==> src/rtl/minitb_apb_cmd_master_pkg.sv <==
// Shared types for the miniTB APB command master: FSM states, response codes
// and a width helper for parameter-derived vectors.
package minitb_apb_pkg;

   typedef enum logic [1:0] {
      APB_IDLE,
      APB_SETUP,
      APB_ACCESS
   } apb_state_e;

   typedef enum logic [1:0] {
      RSP_OK      = 2'b00,
      RSP_SLVERR  = 2'b01,
      RSP_TIMEOUT = 2'b10
   } apb_rsp_e;

   function automatic int unsigned clog2_min1(input int unsigned n);
      return (n > 1) ? $clog2(n) : 1;
   endfunction

endpackage

==> src/rtl/minitb_sync_fifo.sv <==
// Synchronous FIFO for completed APB responses; read data is the head entry,
// a push becomes visible the cycle after it is written.
module minitb_sync_fifo
   import minitb_apb_pkg::*;
#(
   parameter int unsigned WIDTH = 34,
   parameter int unsigned DEPTH = 2
) (
   input  logic             clk,
   input  logic             rst,
   input  logic             push,
   input  logic [WIDTH-1:0] wdata,
   input  logic             pop,
   output logic [WIDTH-1:0] rdata,
   output logic             empty
);

   localparam int unsigned AW = clog2_min1(DEPTH);
   localparam int unsigned CW = AW + 1;

   logic [AW-1:0]    wr_ptr_q, wr_ptr_d;
   logic [AW-1:0]    rd_ptr_q, rd_ptr_d;
   logic [CW-1:0]    cnt_q, cnt_d;
   logic [WIDTH-1:0] mem_q [DEPTH];
   logic [WIDTH-1:0] mem_d [DEPTH];
   logic             full, do_push, do_pop;

   always_comb begin
      full     = (cnt_q == CW'(DEPTH));
      empty    = (cnt_q == '0);
      do_pop   = pop && !empty;
      // a push into a full FIFO is legal only when the head leaves the same cycle
      do_push  = push && (!full || do_pop);
      mem_d    = mem_q;
      wr_ptr_d = wr_ptr_q;
      rd_ptr_d = rd_ptr_q;
      if (do_push) begin
         mem_d[wr_ptr_q] = wdata;
         wr_ptr_d        = wr_ptr_q + AW'(1);
      end
      if (do_pop) begin
         rd_ptr_d = rd_ptr_q + AW'(1);
      end
      cnt_d = cnt_q + CW'(do_push) - CW'(do_pop);
   end

   assign rdata = mem_q[rd_ptr_q];

   always_ff @(posedge clk) begin
      if (rst) begin
         wr_ptr_q <= '0;
         rd_ptr_q <= '0;
         cnt_q    <= '0;
      end else begin
         wr_ptr_q <= wr_ptr_d;
         rd_ptr_q <= rd_ptr_d;
         cnt_q    <= cnt_d;
      end
      mem_q <= mem_d;
   end

endmodule

==> src/rtl/minitb_apb_cmd_master.sv <==
// APB master: valid/ready command port, IDLE/SETUP/ACCESS sequencing with wait
// states, slave error and timeout, in-order responses through a credited FIFO.
module minitb_apb_cmd_master
   import minitb_apb_pkg::*;
#(
   parameter int unsigned ADDR_W    = 8,
   parameter int unsigned DATA_W    = 32,
   parameter int unsigned NUM_SLV   = 1,
   parameter int unsigned RSP_DEPTH = 2,
   parameter int unsigned TMO_CYC   = 16
) (
   input  logic                             clk,
   input  logic                             rst,
   input  logic                             cmd_valid,
   output logic                             cmd_ready,
   input  logic                             cmd_write,
   input  logic [ADDR_W-1:0]                cmd_addr,
   input  logic [DATA_W-1:0]                cmd_wdata,
   input  logic [DATA_W/8-1:0]              cmd_strb,
   input  logic [clog2_min1(NUM_SLV)-1:0]   cmd_slv,
   output logic                             rsp_valid,
   input  logic                             rsp_ready,
   output logic [DATA_W-1:0]                rsp_rdata,
   output logic [1:0]                       rsp_code,
   output logic [ADDR_W-1:0]                paddr,
   output logic                             pwrite,
   output logic [NUM_SLV-1:0]               psel,
   output logic                             penable,
   output logic [DATA_W-1:0]                pwdata,
   output logic [DATA_W/8-1:0]              pstrb,
   input  logic [DATA_W-1:0]                prdata,
   input  logic                             pready,
   input  logic                             pslverr
);

   localparam int unsigned STRB_W = DATA_W / 8;
   localparam int unsigned CW     = $clog2(RSP_DEPTH + 1);
   localparam int unsigned TW     = clog2_min1(TMO_CYC);
   localparam logic [TW-1:0] TMO_LAST = TW'((TMO_CYC > 0) ? TMO_CYC - 1 : 0);

   apb_state_e          state_q, state_d;
   logic [ADDR_W-1:0]   paddr_q, paddr_d;
   logic                pwrite_q, pwrite_d;
   logic [NUM_SLV-1:0]  psel_q, psel_d;
   logic                penable_q, penable_d;
   logic [DATA_W-1:0]   pwdata_q, pwdata_d;
   logic [STRB_W-1:0]   pstrb_q, pstrb_d;
   logic [CW-1:0]       cnt_q, cnt_d;
   logic [TW-1:0]       tmr_q, tmr_d;

   logic                done, tmo, accept, pop, fifo_empty;
   apb_rsp_e            code_in;
   logic [DATA_W-1:0]   rdata_in;
   logic [DATA_W+1:0]   fifo_rdata;

   always_comb begin
      state_d   = state_q;
      paddr_d   = paddr_q;
      pwrite_d  = pwrite_q;
      psel_d    = psel_q;
      penable_d = penable_q;
      pwdata_d  = pwdata_q;
      pstrb_d   = pstrb_q;
      tmr_d     = tmr_q;
      tmo       = 1'b0;
      done      = 1'b0;
      if (state_q == APB_ACCESS) begin
         tmo  = (TMO_CYC != 0) && !pready && (tmr_q == TMO_LAST);
         done = pready || tmo;
      end

      // credits: one in flight plus FIFO occupancy; a pop this cycle frees a slot now
      pop       = rsp_valid && rsp_ready;
      cmd_ready = ((state_q == APB_IDLE) || done) && ((cnt_q - CW'(pop)) < CW'(RSP_DEPTH));
      accept    = cmd_valid && cmd_ready;
      cnt_d     = cnt_q + CW'(accept) - CW'(pop);

      if (tmo)          code_in = RSP_TIMEOUT;
      else if (pslverr) code_in = RSP_SLVERR;
      else              code_in = RSP_OK;
      rdata_in = (pwrite_q || tmo) ? '0 : prdata;

      case (state_q)
         APB_SETUP: begin
            state_d   = APB_ACCESS;
            penable_d = 1'b1;
            tmr_d     = '0;
         end
         APB_ACCESS: begin
            if (!done) begin
               if (!pready && (TMO_CYC != 0)) tmr_d = tmr_q + TW'(1);
            end else begin
               state_d   = APB_IDLE;
               psel_d    = '0;
               penable_d = 1'b0;
               paddr_d   = '0;
               pwrite_d  = 1'b0;
               pwdata_d  = '0;
               pstrb_d   = '0;
            end
         end
         default: ;
      endcase

      // an accept in ACCESS overrides the return to IDLE so transfers chain directly
      if (accept) begin
         state_d   = APB_SETUP;
         psel_d    = NUM_SLV'(1) << cmd_slv;
         penable_d = 1'b0;
         paddr_d   = cmd_addr;
         pwrite_d  = cmd_write;
         pwdata_d  = cmd_wdata;
         pstrb_d   = cmd_write ? cmd_strb : '0;
      end
   end

   always_ff @(posedge clk) begin
      if (rst) begin
         state_q   <= APB_IDLE;
         paddr_q   <= '0;
         pwrite_q  <= 1'b0;
         psel_q    <= '0;
         penable_q <= 1'b0;
         pwdata_q  <= '0;
         pstrb_q   <= '0;
         cnt_q     <= '0;
         tmr_q     <= '0;
      end else begin
         state_q   <= state_d;
         paddr_q   <= paddr_d;
         pwrite_q  <= pwrite_d;
         psel_q    <= psel_d;
         penable_q <= penable_d;
         pwdata_q  <= pwdata_d;
         pstrb_q   <= pstrb_d;
         cnt_q     <= cnt_d;
         tmr_q     <= tmr_d;
      end
   end

   minitb_sync_fifo #(
      .WIDTH (DATA_W + 2),
      .DEPTH (RSP_DEPTH)
   ) u_rsp_fifo (
      .clk   (clk),
      .rst   (rst),
      .push  (done),
      .wdata ({code_in, rdata_in}),
      .pop   (pop),
      .rdata (fifo_rdata),
      .empty (fifo_empty)
   );

   assign rsp_valid = !fifo_empty;
   assign rsp_code  = fifo_rdata[DATA_W+1:DATA_W];
   assign rsp_rdata = fifo_rdata[DATA_W-1:0];
   assign paddr     = paddr_q;
   assign pwrite    = pwrite_q;
   assign psel      = psel_q;
   assign penable   = penable_q;
   assign pwdata    = pwdata_q;
   assign pstrb     = pstrb_q;

endmodule

==> config.mk <==
export PLATFORM = sky130hd
export DESIGN_NAME = minitb_apb_cmd_master
export DESIGN_NICKNAME = d
export VERILOG_FILES = /design/src/rtl/minitb_apb_cmd_master_pkg.sv /design/src/rtl/minitb_sync_fifo.sv /design/src/rtl/minitb_apb_cmd_master.sv
export SDC_FILE = /design/constraint.sdc
export NUM_CORES = 1
export LEC_CHECK = 0
export CAP_MARGIN = 10
export CORE_AREA = 4 4 109 111
export DETAILED_ROUTE_END_ITERATION = 12
export DIE_AREA = 0 0 113 115
export PLACE_DENSITY = 0.89
export SYNTH_ARGS = -nofsm -noshare
export SYNTH_HDL_FRONTEND = slang
export SYNTH_HIERARCHICAL = 1
export SYNTH_SLANG_ARGS = --single-unit
==> constraint.sdc <==
create_clock -name clk -period 3.8 [get_ports clk]
set_input_delay 0.38 -clock clk [delete_from_list [all_inputs] [get_ports clk]]
set_output_delay 0.38 -clock clk [all_outputs]
set_load 0.01 [all_outputs]
* Yosys cells after proc, flatten, opt, wreduce, memory -nomap -nowiden
Cells that the tools add are included.
W data, S select, Z words.
** Storage, ports and cells
- Register bits :: 127
- Input bits :: 84
- Output and inout port bits :: 83
- Logic and storage cells :: 95
** Cells by class
- Add/sub/neg operators :: 8
- Magnitude comparators :: 4
- Eq/ne operators :: 8
- Shifts and indexed selects :: 1
- Mux-type cells :: 32
- Bitwise logic cells :: 2
- Reductions and logical operators :: 25
** Operator list (count)
- $mux W34 :: 4
- $mux W32 :: 4
- $bwmux W68 :: 1
- $demux W34 S1 :: 1
- $mux W4 :: 6
- $mux W8 :: 3
- $mux W1 :: 8
- $pmux W4 S2 :: 1
- $logic_and A1 B1 Y1 :: 7
- $reduce_and A2 Y1 :: 3
- $reduce_bool A2 Y1 :: 3
- $sub A2 B1 Y2 :: 3
- $add A2 B1 Y2 :: 2
- $add A4 B1 Y4 const B :: 1
- $eq A2 B2 Y1 const B :: 2
- $eq A4 B4 Y1 const B :: 1
- $ge A2 B2 Y1 const B :: 2
- $logic_not A2 Y1 :: 2
- $logic_or A1 B1 Y1 :: 4
- $mux W2 :: 2
- $ne A2 B2 Y1 const B :: 2
- $not A1 Y2 :: 2
- $pmux W2 S2 :: 1
- $logic_not A1 Y1 :: 3
- 11 further kinds :: 12

* Depth between registers and ports, before layout
Gate-level depths: netlist of the first run.
- Word-level depth :: 9
- Mapped depth :: 11

* Modules after synthesis
Netlist of the first run, hierarchy kept.
** Modules (own cells, without submodules)
- minitb_sync_fifo :: times used 1, cells an instance 129, area an instance 2668.8 um2
- minitb_apb_cmd_master :: times used 1, cells an instance 195, area an instance 2179.6 um2

* Worst setup path before layout of the first run
OpenSTA, ideal clock, no wires.
- Kind :: register to register
- Start point :: reg state_q[1]
- End point :: reg u_rsp_fifo/mem_q[0] (netlist bit), enable pin
- Arrival time :: 2.421 ns
- Data required time :: 3.375 ns
- Slack :: 0.954 ns
- Cell stages (with the launch flop) :: 6
- Period minus slack after synthesis :: 2.846 ns
- Cell sequence :: dfxtp_1 > ha_1 > nand2_1 > inv_1 > o31ai_4 > nor2_1
** Between the ends
- Cells in the longest elaborated chain, start to end :: 3
** RTL lines
- start: declaration :: line minitb_apb_cmd_master.sv:41 : apb_state_e state_q, state_d;
- start signal: assignment :: line minitb_apb_cmd_master.sv:129 : state_q <= state_d;
- $eq A2 B2 Y1 :: line minitb_apb_cmd_master.sv:67 : if (state_q == APB_ACCESS) begin
- $mux W1 :: line minitb_apb_cmd_master.sv:67
- net done :: line minitb_apb_cmd_master.sv:51 : logic done, tmo, accept, pop, fifo_empty;
- $logic_and A1 B1 Y1 :: line minitb_sync_fifo.sv:33 : do_push = push && (!full || do_pop);
- end signal: assignment :: line minitb_sync_fifo.sv:59 : mem_q <= mem_d;
- end: declaration :: line minitb_sync_fifo.sv:24 : logic [WIDTH-1:0] mem_q [DEPTH];
The timed path passes the listed nets, and every way through them passes these cells.
A chain may end at the register's enable or synchronous reset.

* Worst setup path after layout of the first run
- Start point :: reg u_rsp_fifo.rd_ptr_q
- End point :: out rsp_rdata[17]
** Between the ends
- Cells in the longest elaborated chain, start to end :: 4
** RTL lines
- start: declaration :: line minitb_sync_fifo.sv:22 : logic [AW-1:0] rd_ptr_q, rd_ptr_d;
- start signal: assignment :: line minitb_sync_fifo.sv:56 : rd_ptr_q <= rd_ptr_d;
- $not A1 Y2 (not written as such) :: line minitb_sync_fifo.sv:47 : assign rdata = mem_q[rd_ptr_q];
- $mux W34 (not written as such) (3 in series) :: line minitb_sync_fifo.sv:47
- end: declaration :: line minitb_apb_cmd_master.sv:23 : output logic [DATA_W-1:0] rsp_rdata,
No other way between the ends. The select of a mux whose other input is x is not followed.

==> flow_metrics.env, run 1 <==
export IMPL_ys_warn_count=6
export IMPL_drive_gt1_frac=0.158
export IMPL_cts_buffer_depth=2
export IMPL_cp_arrival_ps=2330
export IMPL_syn_area_mm2=0.00485
export IMPL_final_util=0.663
export IMPL_vias_per_cell=5.03
export IMPL_place_ws_ps=1240
export IMPL_hp_start="cmd_wdata[29]"
export IMPL_track_usage=0.176
export IMPL_vias=3244
export IMPL_grt_overflow=0
export IMPL_dieArea_mm2=0.0130
export IMPL_clockRootBuffer="clkbuf_8"
export IMPL_synth_xor_area_share=0.0124
export IMPL_seq_area_mm2=0.00320
export IMPL_clkTransAtPathRegs_ps=60
export IMPL_timing_rr_end="u_rsp_fifo/mem_q[58]$_DFFE_PP_"
export IMPL_place_congestion=0.757
export IMPL_synth_top_family_by_area="compound AO/OA/AOI/OAI gates"
export IMPL_grt_pass1_wl_um=17600
export IMPL_cpPeakStageDelay_ps=900
export IMPL_antenna_left=0
export IMPL_synthCells=324
export IMPL_start_kind="flip-flop"
export IMPL_cts_sinks=126
export IMPL_finalCritPeriodShare=0.713
export IMPL_die_w_um=113
export IMPL_max_cap_violations=0
export IMPL_core_mm2=0.0108
export IMPL_multiInputGateArea_mm2=0.00149
export IMPL_ys_types=37
export IMPL_wl_um=11100
export IMPL_fillers=763
export IMPL_hold_path_class="input pin to flip-flop"
export IMPL_synthMuxAreaShare=0.0844
export IMPL_synth_seq_cells=126
export IMPL_worstPathMaxFanout=35
export IMPL_postCtsSetupRepairBufs=0
export IMPL_final_common_cell="clkdlybuf4s50_1"
export IMPL_io_buffers=166
export IMPL_clk_latency_ps=510
export IMPL_hold_depth=2
export IMPL_pwr_share_seq=0.407
export IMPL_synth_avg_cell_area_um2=15.0
export IMPL_dp_hpwl_um=7640
export IMPL_synth_nets=416
export IMPL_setup_viol=0
export IMPL_worstMarginPinSlew_ps=1010
export IMPL_cts_tree="done"
export IMPL_io_pins=167
export IMPL_hold_buffers=0
export IMPL_ir_worst_vdd_mv=0.318
export IMPL_hold_end="pwdata[29]$_SDFFE_PP0P_"
export IMPL_synth_compound_area_frac=0.106
export IMPL_timing_final_ws_setup_ps=1090
export IMPL_initial_core_util=0.449
export IMPL_clockPowerShare=0.370
export IMPL_post_route_drc_count=0
export IMPL_synthAdderAreaFrac=0.0206
export IMPL_tns_ps=0
export IMPL_ys_flop_type="edfxtp_1"
export IMPL_cp_end_kind="output pin"
export IMPL_cts_max_level=4
export IMPL_status="complete, no violations"
export IMPL_grt_max_degree=48
export IMPL_hold_viol_final=0
export IMPL_synth_edff_count=68
export IMPL_crit_type="flip-flop to output pin"
export IMPL_total_power_mw=4.25
export IMPL_r2r_setup_slack_ps=1520
export IMPL_cts_buffers=17
export IMPL_skew_ps=16.4
export IMPL_period_minus_slack_ps=2710
export IMPL_antenna_found_initial=0
export IMPL_power_leakage_nw=2.60
export IMPL_power_net_switching_mw=1.10
export IMPL_areaGrowthSynthToFinish_pct=47.6
export IMPL_power_density_mw_per_mm2=594
export IMPL_yosysSeqAreaShare=0.661
export IMPL_worst_hold_slack_ps=454
export IMPL_mostFrequentLayoutCells="166 x clkdlybuf4s50_1, 68 x edfxtp_1, 57 x dfxtp_1"
export IMPL_rows=38
export IMPL_grt_pass1_vias=3569
export IMPL_cpMaxStageDelayCell="dfxtp_2"
export IMPL_max_freq_ghz=0.369
export IMPL_first_pass_iters=6
export IMPL_wl_per_cell_um=17.1
export IMPL_die_y_um=115
export IMPL_synthArstFlopShare=0
export IMPL_r2r_cells=6
export IMPL_internal_power_mw=3.15
export IMPL_nets=584
export IMPL_crit_chain="mux2_2, clkdlybuf4s50_1"
export IMPL_drtIter0Drc=123
export IMPL_timing_slew_headroom=0.327
export IMPL_diodes=0
export IMPL_rsz0062_at_grt="false"
export IMPL_netSwitchingFraction=0.259
export IMPL_drv_slew=0
export IMPL_power_frac_comb=0.223
export IMPL_r2r_start="state_q[0]$_SDFFE_PP0P_"
export IMPL_yosys_area_share_simple=0.0800
export IMPL_required_ps=3420
export IMPL_post_cts_resized=0
[power groups by stage]
stage | registers [mW] | logic (mW) | clock network [mW]
floorplan | 1.79 | 0.455 | 0
global placement | 1.75 | 0.927 | 0
detailed placement | 1.75 | 0.950 | 0
CTS | 1.73 | 0.958 | 1.61
global route | 1.75 | 1.03 | 1.67
finish | 1.73 | 0.946 | 1.57
[registers in the layout, summed over array words and instances (netlist names)]
name / count
u_rsp_fifo/mem_q: 68
pwdata: 32
paddr: 8
pstrb: 4
tmr_q: 4
cnt_q: 2
state_q: 2
u_rsp_fifo/cnt_q: 2
psel: 1
pwrite: 1
u_rsp_fifo/rd_ptr_q: 1
u_rsp_fifo/wr_ptr_q: 1
[per-layer routing]
layer	track usage	wire length [um]	vias to the layer above	part of all wire
met5	0	0	-	0
met4	0.0753	116	0	0.010
met3	0.0842	1160	9	0.10
met2	0.270	5020	152	0.45
met1	0.212	4760	1543	0.43
li1	-	-	1540	-
[worst max path at each step]
stage,endpoint,slack (ps),from,cells past startpoint
after global placement,u_rsp_fifo/mem_q[2]$_DFFE_PP_,1300,pready,6
after CTS,rsp_rdata[10],1050,u_rsp_fifo/rd_ptr_q$_SDFFE_PP0P_,2
final,rsp_rdata[17],1090,u_rsp_fifo/rd_ptr_q$_SDFFE_PP0P_,2
after global routing,rsp_rdata[10],990,u_rsp_fifo/rd_ptr_q$_SDFFE_PP0P_,2
after floorplan,u_rsp_fifo/mem_q[0]$_DFFE_PP_,950,state_q[1]$_SDFFE_PP0P_,5
after detailed placement,u_rsp_fifo/mem_q[35]$_DFFE_PP_,1240,pready,6
[logic make-up after synthesis]
logic type               count (synthesis)
buffers and inverters                   27
flip-flops                             126
AO/OA/AOI/OAI                           59
AND/OR/NAND/NOR                         62
XOR/XNOR                                 6
adder cells (fa/ha/maj)                  8
multiplexers                            36
[through the flow]
| step | cells | instance area [um2] |
|---|---|---|
| after global placement | 613 | 6570 |
| after global routing | 645 | 7160 |
| final | 645 | 7160 |
| after CTS | 645 | 7160 |
| after detailed placement | 613 | 6570 |
| after floorplan | 324 | 4850 |
[cells in the mapped netlist (2+ instances only)]
cell type | count | area, um2
edfxtp_1 | 68 | 2040
dfxtp_1 | 58 | 1160
a22o_1 | 43 | 377
mux2_2 | 35 | 394
and2_1 | 32 | 200
nor2_1 | 10 | 37.5
buf_6 | 8 | 90.1
ha_1 | 8 | 100
inv_1 | 8 | 30.0
nor2b_1 | 6 | 37.5
a21oi_1 | 4 | 20.0
a32o_1 | 4 | 40.0
buf_2 | 4 | 20.0
clkbuf_1 | 4 | 15.0
nand2_1 | 4 | 15.0
xnor2_1 | 4 | 35.0
buf_4 | 2 | 15.0
nand3b_1 | 2 | 15.0
o21a_1 | 2 | 15.0
[critical path: cells and delay by family (launching register included)]
kind                   cells  cell delay [ps]
buffers and inverters      1              480
muxes                      1              440
DFF                        1              900
[cell type report]
cell class	count	area share
Sequential cell	126	0.448
Timing Repair Buffer	167	0.233
Multi-Input combinational cell	171	0.208
Clock buffer	17	0.0579
Tap cell	140	0.0245
Clock inverter	15	0.0240
Inverter	9	0.00472
No activity file was read; power rests on OpenSTA's default activity.
==> run 2: changes to the inputs <==
==> constraint.sdc (replaced) <==
create_clock -name clk -period 2.8 [get_ports clk]
set_input_delay 0.28 -clock clk [delete_from_list [all_inputs] [get_ports clk]]
set_output_delay 0.28 -clock clk [all_outputs]
set_load 0.01 [all_outputs]
==> flow_metrics.env, run 2 (synthesis results as in run 1) <==
export IMPL_status="complete, no violations"
export IMPL_timing_slew_headroom=0.329
export IMPL_fin_area_mm2=0.00716
export IMPL_io_buffers=166
export IMPL_crit_chain="ha_1, a31o_2, a21oi_2, nor2_1, clkdlybuf4s50_1"
export IMPL_nets=588
export IMPL_place_congestion=0.807
export IMPL_setup_viol=0
export IMPL_skew_ps=8.26
export IMPL_diodes=0
export IMPL_vias_per_cell=5.07
export IMPL_clkTransAtPathRegs_ps=60
export IMPL_worstPathMaxFanout=4
export IMPL_grt_pass1_wl_um=17700
export IMPL_dp_hpwl_um=7800
export IMPL_grt_overflow=0
export IMPL_vias=3288
export IMPL_required_ps=2520
export IMPL_power_density_mw_per_mm2=792
export IMPL_post_route_drc_count=0
export IMPL_mostFrequentLayoutCells="166 x clkdlybuf4s50_1, 68 x edfxtp_1, 57 x dfxtp_1"
export IMPL_crit_type="flip-flop to output pin"
export IMPL_start_kind="flip-flop"
export IMPL_post_cts_resized=0
export IMPL_max_cap_violations=0
export IMPL_timing_final_ws_setup_ps=371
export IMPL_grt_pass1_vias=3561
export IMPL_netSwitchingFraction=0.256
export IMPL_power_net_switching_mw=1.45
export IMPL_rsz0062_at_grt="false"
export IMPL_period_minus_slack_ps=2430
export IMPL_max_freq_ghz=0.412
export IMPL_cpMaxStageDelayCell="clkdlybuf4s50_1"
export IMPL_wl_um=11200
export IMPL_areaGrowthSynthToFinish_pct=47.7
export IMPL_grt_max_degree=48
export IMPL_path_delay_family="compound AO/OA/AOI/OAI gates"
export IMPL_worstMarginPinSlew_ps=1010
export IMPL_hold_buffers=0
export IMPL_total_power_mw=5.67
export IMPL_internal_power_mw=4.22
export IMPL_crit_buf_inv=1
export IMPL_core_mm2=0.0108
export IMPL_io_pins=167
export IMPL_cts_tree="done"
export IMPL_wl_per_cell_um=17.2
export IMPL_cts_buffer_depth=2
export IMPL_cp_end_kind="output pin"
export IMPL_regMostFlops="u_rsp_fifo/mem_q"
export IMPL_cts_max_level=4
export IMPL_die_w_um=113
export IMPL_finalCritPeriodShare=0.868
export IMPL_cp_arrival_ps=2150
export IMPL_initial_core_util=0.449
export IMPL_antenna_left=0
export IMPL_cts_sinks=126
export IMPL_ir_worst_vdd_mv=0.551
export IMPL_power_frac_comb=0.228
export IMPL_power_leakage_nw=2.63
export IMPL_final_common_cell="clkdlybuf4s50_1"
export IMPL_drv_slew=0
export IMPL_die_y_um=115
export IMPL_drtIter0Drc=93
export IMPL_cpPeakStageDelay_ps=480
export IMPL_postCtsSetupRepairBufs=0
export IMPL_clockRootBuffer="clkbuf_8"
export IMPL_dieArea_mm2=0.0130
export IMPL_place_ws_ps=373
export IMPL_pwr_share_seq=0.414
export IMPL_antenna_found_initial=0
export IMPL_track_usage=0.175
export IMPL_hold_path_class="input pin to flip-flop"
export IMPL_first_pass_iters=4
export IMPL_clk_latency_ps=500
export IMPL_hold_viol_final=0
export IMPL_drive_gt1_frac=0.165
export IMPL_cts_buffers=17
export IMPL_rows=38
export IMPL_placed_area_mm2=0.00660
export IMPL_largest_reg_flops=68
export IMPL_clockPowerShare=0.358
[run 2: path summary, 6_finish.rpt]
kind                            to  slack (ps)  cells after the start                   from
max                      cmd_ready         370                      5  tmr_q[0]$_SDFFE_PP0P_
min          paddr[2]$_SDFFE_PP0P_         370                      2            cmd_addr[2]
max reg2reg    cnt_q[1]$_SDFF_PP0_         610                     11  tmr_q[0]$_SDFFE_PP0P_
min reg2reg  pstrb[0]$_SDFFE_PP0P_         460                      1  pstrb[0]$_SDFFE_PP0P_
[run 2: per-stage QoR]
| stage | util | std cells | hold WS (ps) | TNS (ps) |
|---|---|---|---|---|
| 2_1_floorplan | - | 324 | 352 | -3140 |
| 3_3_place_gp | 0.612 | 617 | 448 | 0 |
| 3_5_place_dp | 0.612 | 617 | 457 | 0 |
| 4_1_cts | 0.663 | 649 | 342 | 0 |
| 5_1_grt | 0.663 | 649 | 344 | 0 |
| 6_report | 0.663 | 649 | 367 | 0 |
[run 2: final cells by class]
class | count | area (um2)
Clock inverter | 11 | 118
Timing Repair Buffer | 171 | 1700
Fill cell | 781 | 3630
Multi-Input combinational cell | 171 | 1490
Clock buffer | 21 | 440
Inverter | 9 | 33.8
Sequential cell | 126 | 3200
Tap cell | 140 | 175
[run 2: worst reg2reg max path, cell delays in order (launching register included)]
cell	delay (ps)
dfxtp_1	320
ha_1	240
a31o_2	290
a21oi_2	220
nor2_1	100
nand2_1	80
ha_1	220
inv_1	60
ha_1	150
xor2_1	190
xnor2_1	140
nor2_1	50
[run 2: per-layer routing]
metal	GRT usage	wire [um]
met4	0.0689	125
met2	0.291	5290
met5	0	0
met1	0.199	4550
met3	0.0800	1210
[run 2: power groups by stage]
stage               Clock, mW  Sequential [mW]  Combinational [mW]
floorplan                   0             2.43               0.618
global placement            0             2.37                1.26
detailed placement          0             2.38                1.30
CTS                      2.07             2.35                1.31
global route             2.18             2.37                1.41
finish                   2.03             2.35                1.29
==> run 3: changes to the inputs <==
--- a/config.mk
+++ b/config.mk
@@ -9,6 +9,7 @@
 export CORE_AREA = 4 4 109 111
 export DETAILED_ROUTE_END_ITERATION = 12
 export DIE_AREA = 0 0 113 115
+export HOLD_SLACK_MARGIN = 0.03
 export PLACE_DENSITY = 0.89
 export SYNTH_ARGS = -nofsm -noshare
 export SYNTH_HDL_FRONTEND = slang
==> results of run 3 <==
No change in the layout: final DEF, timing and power equal those of run 2.
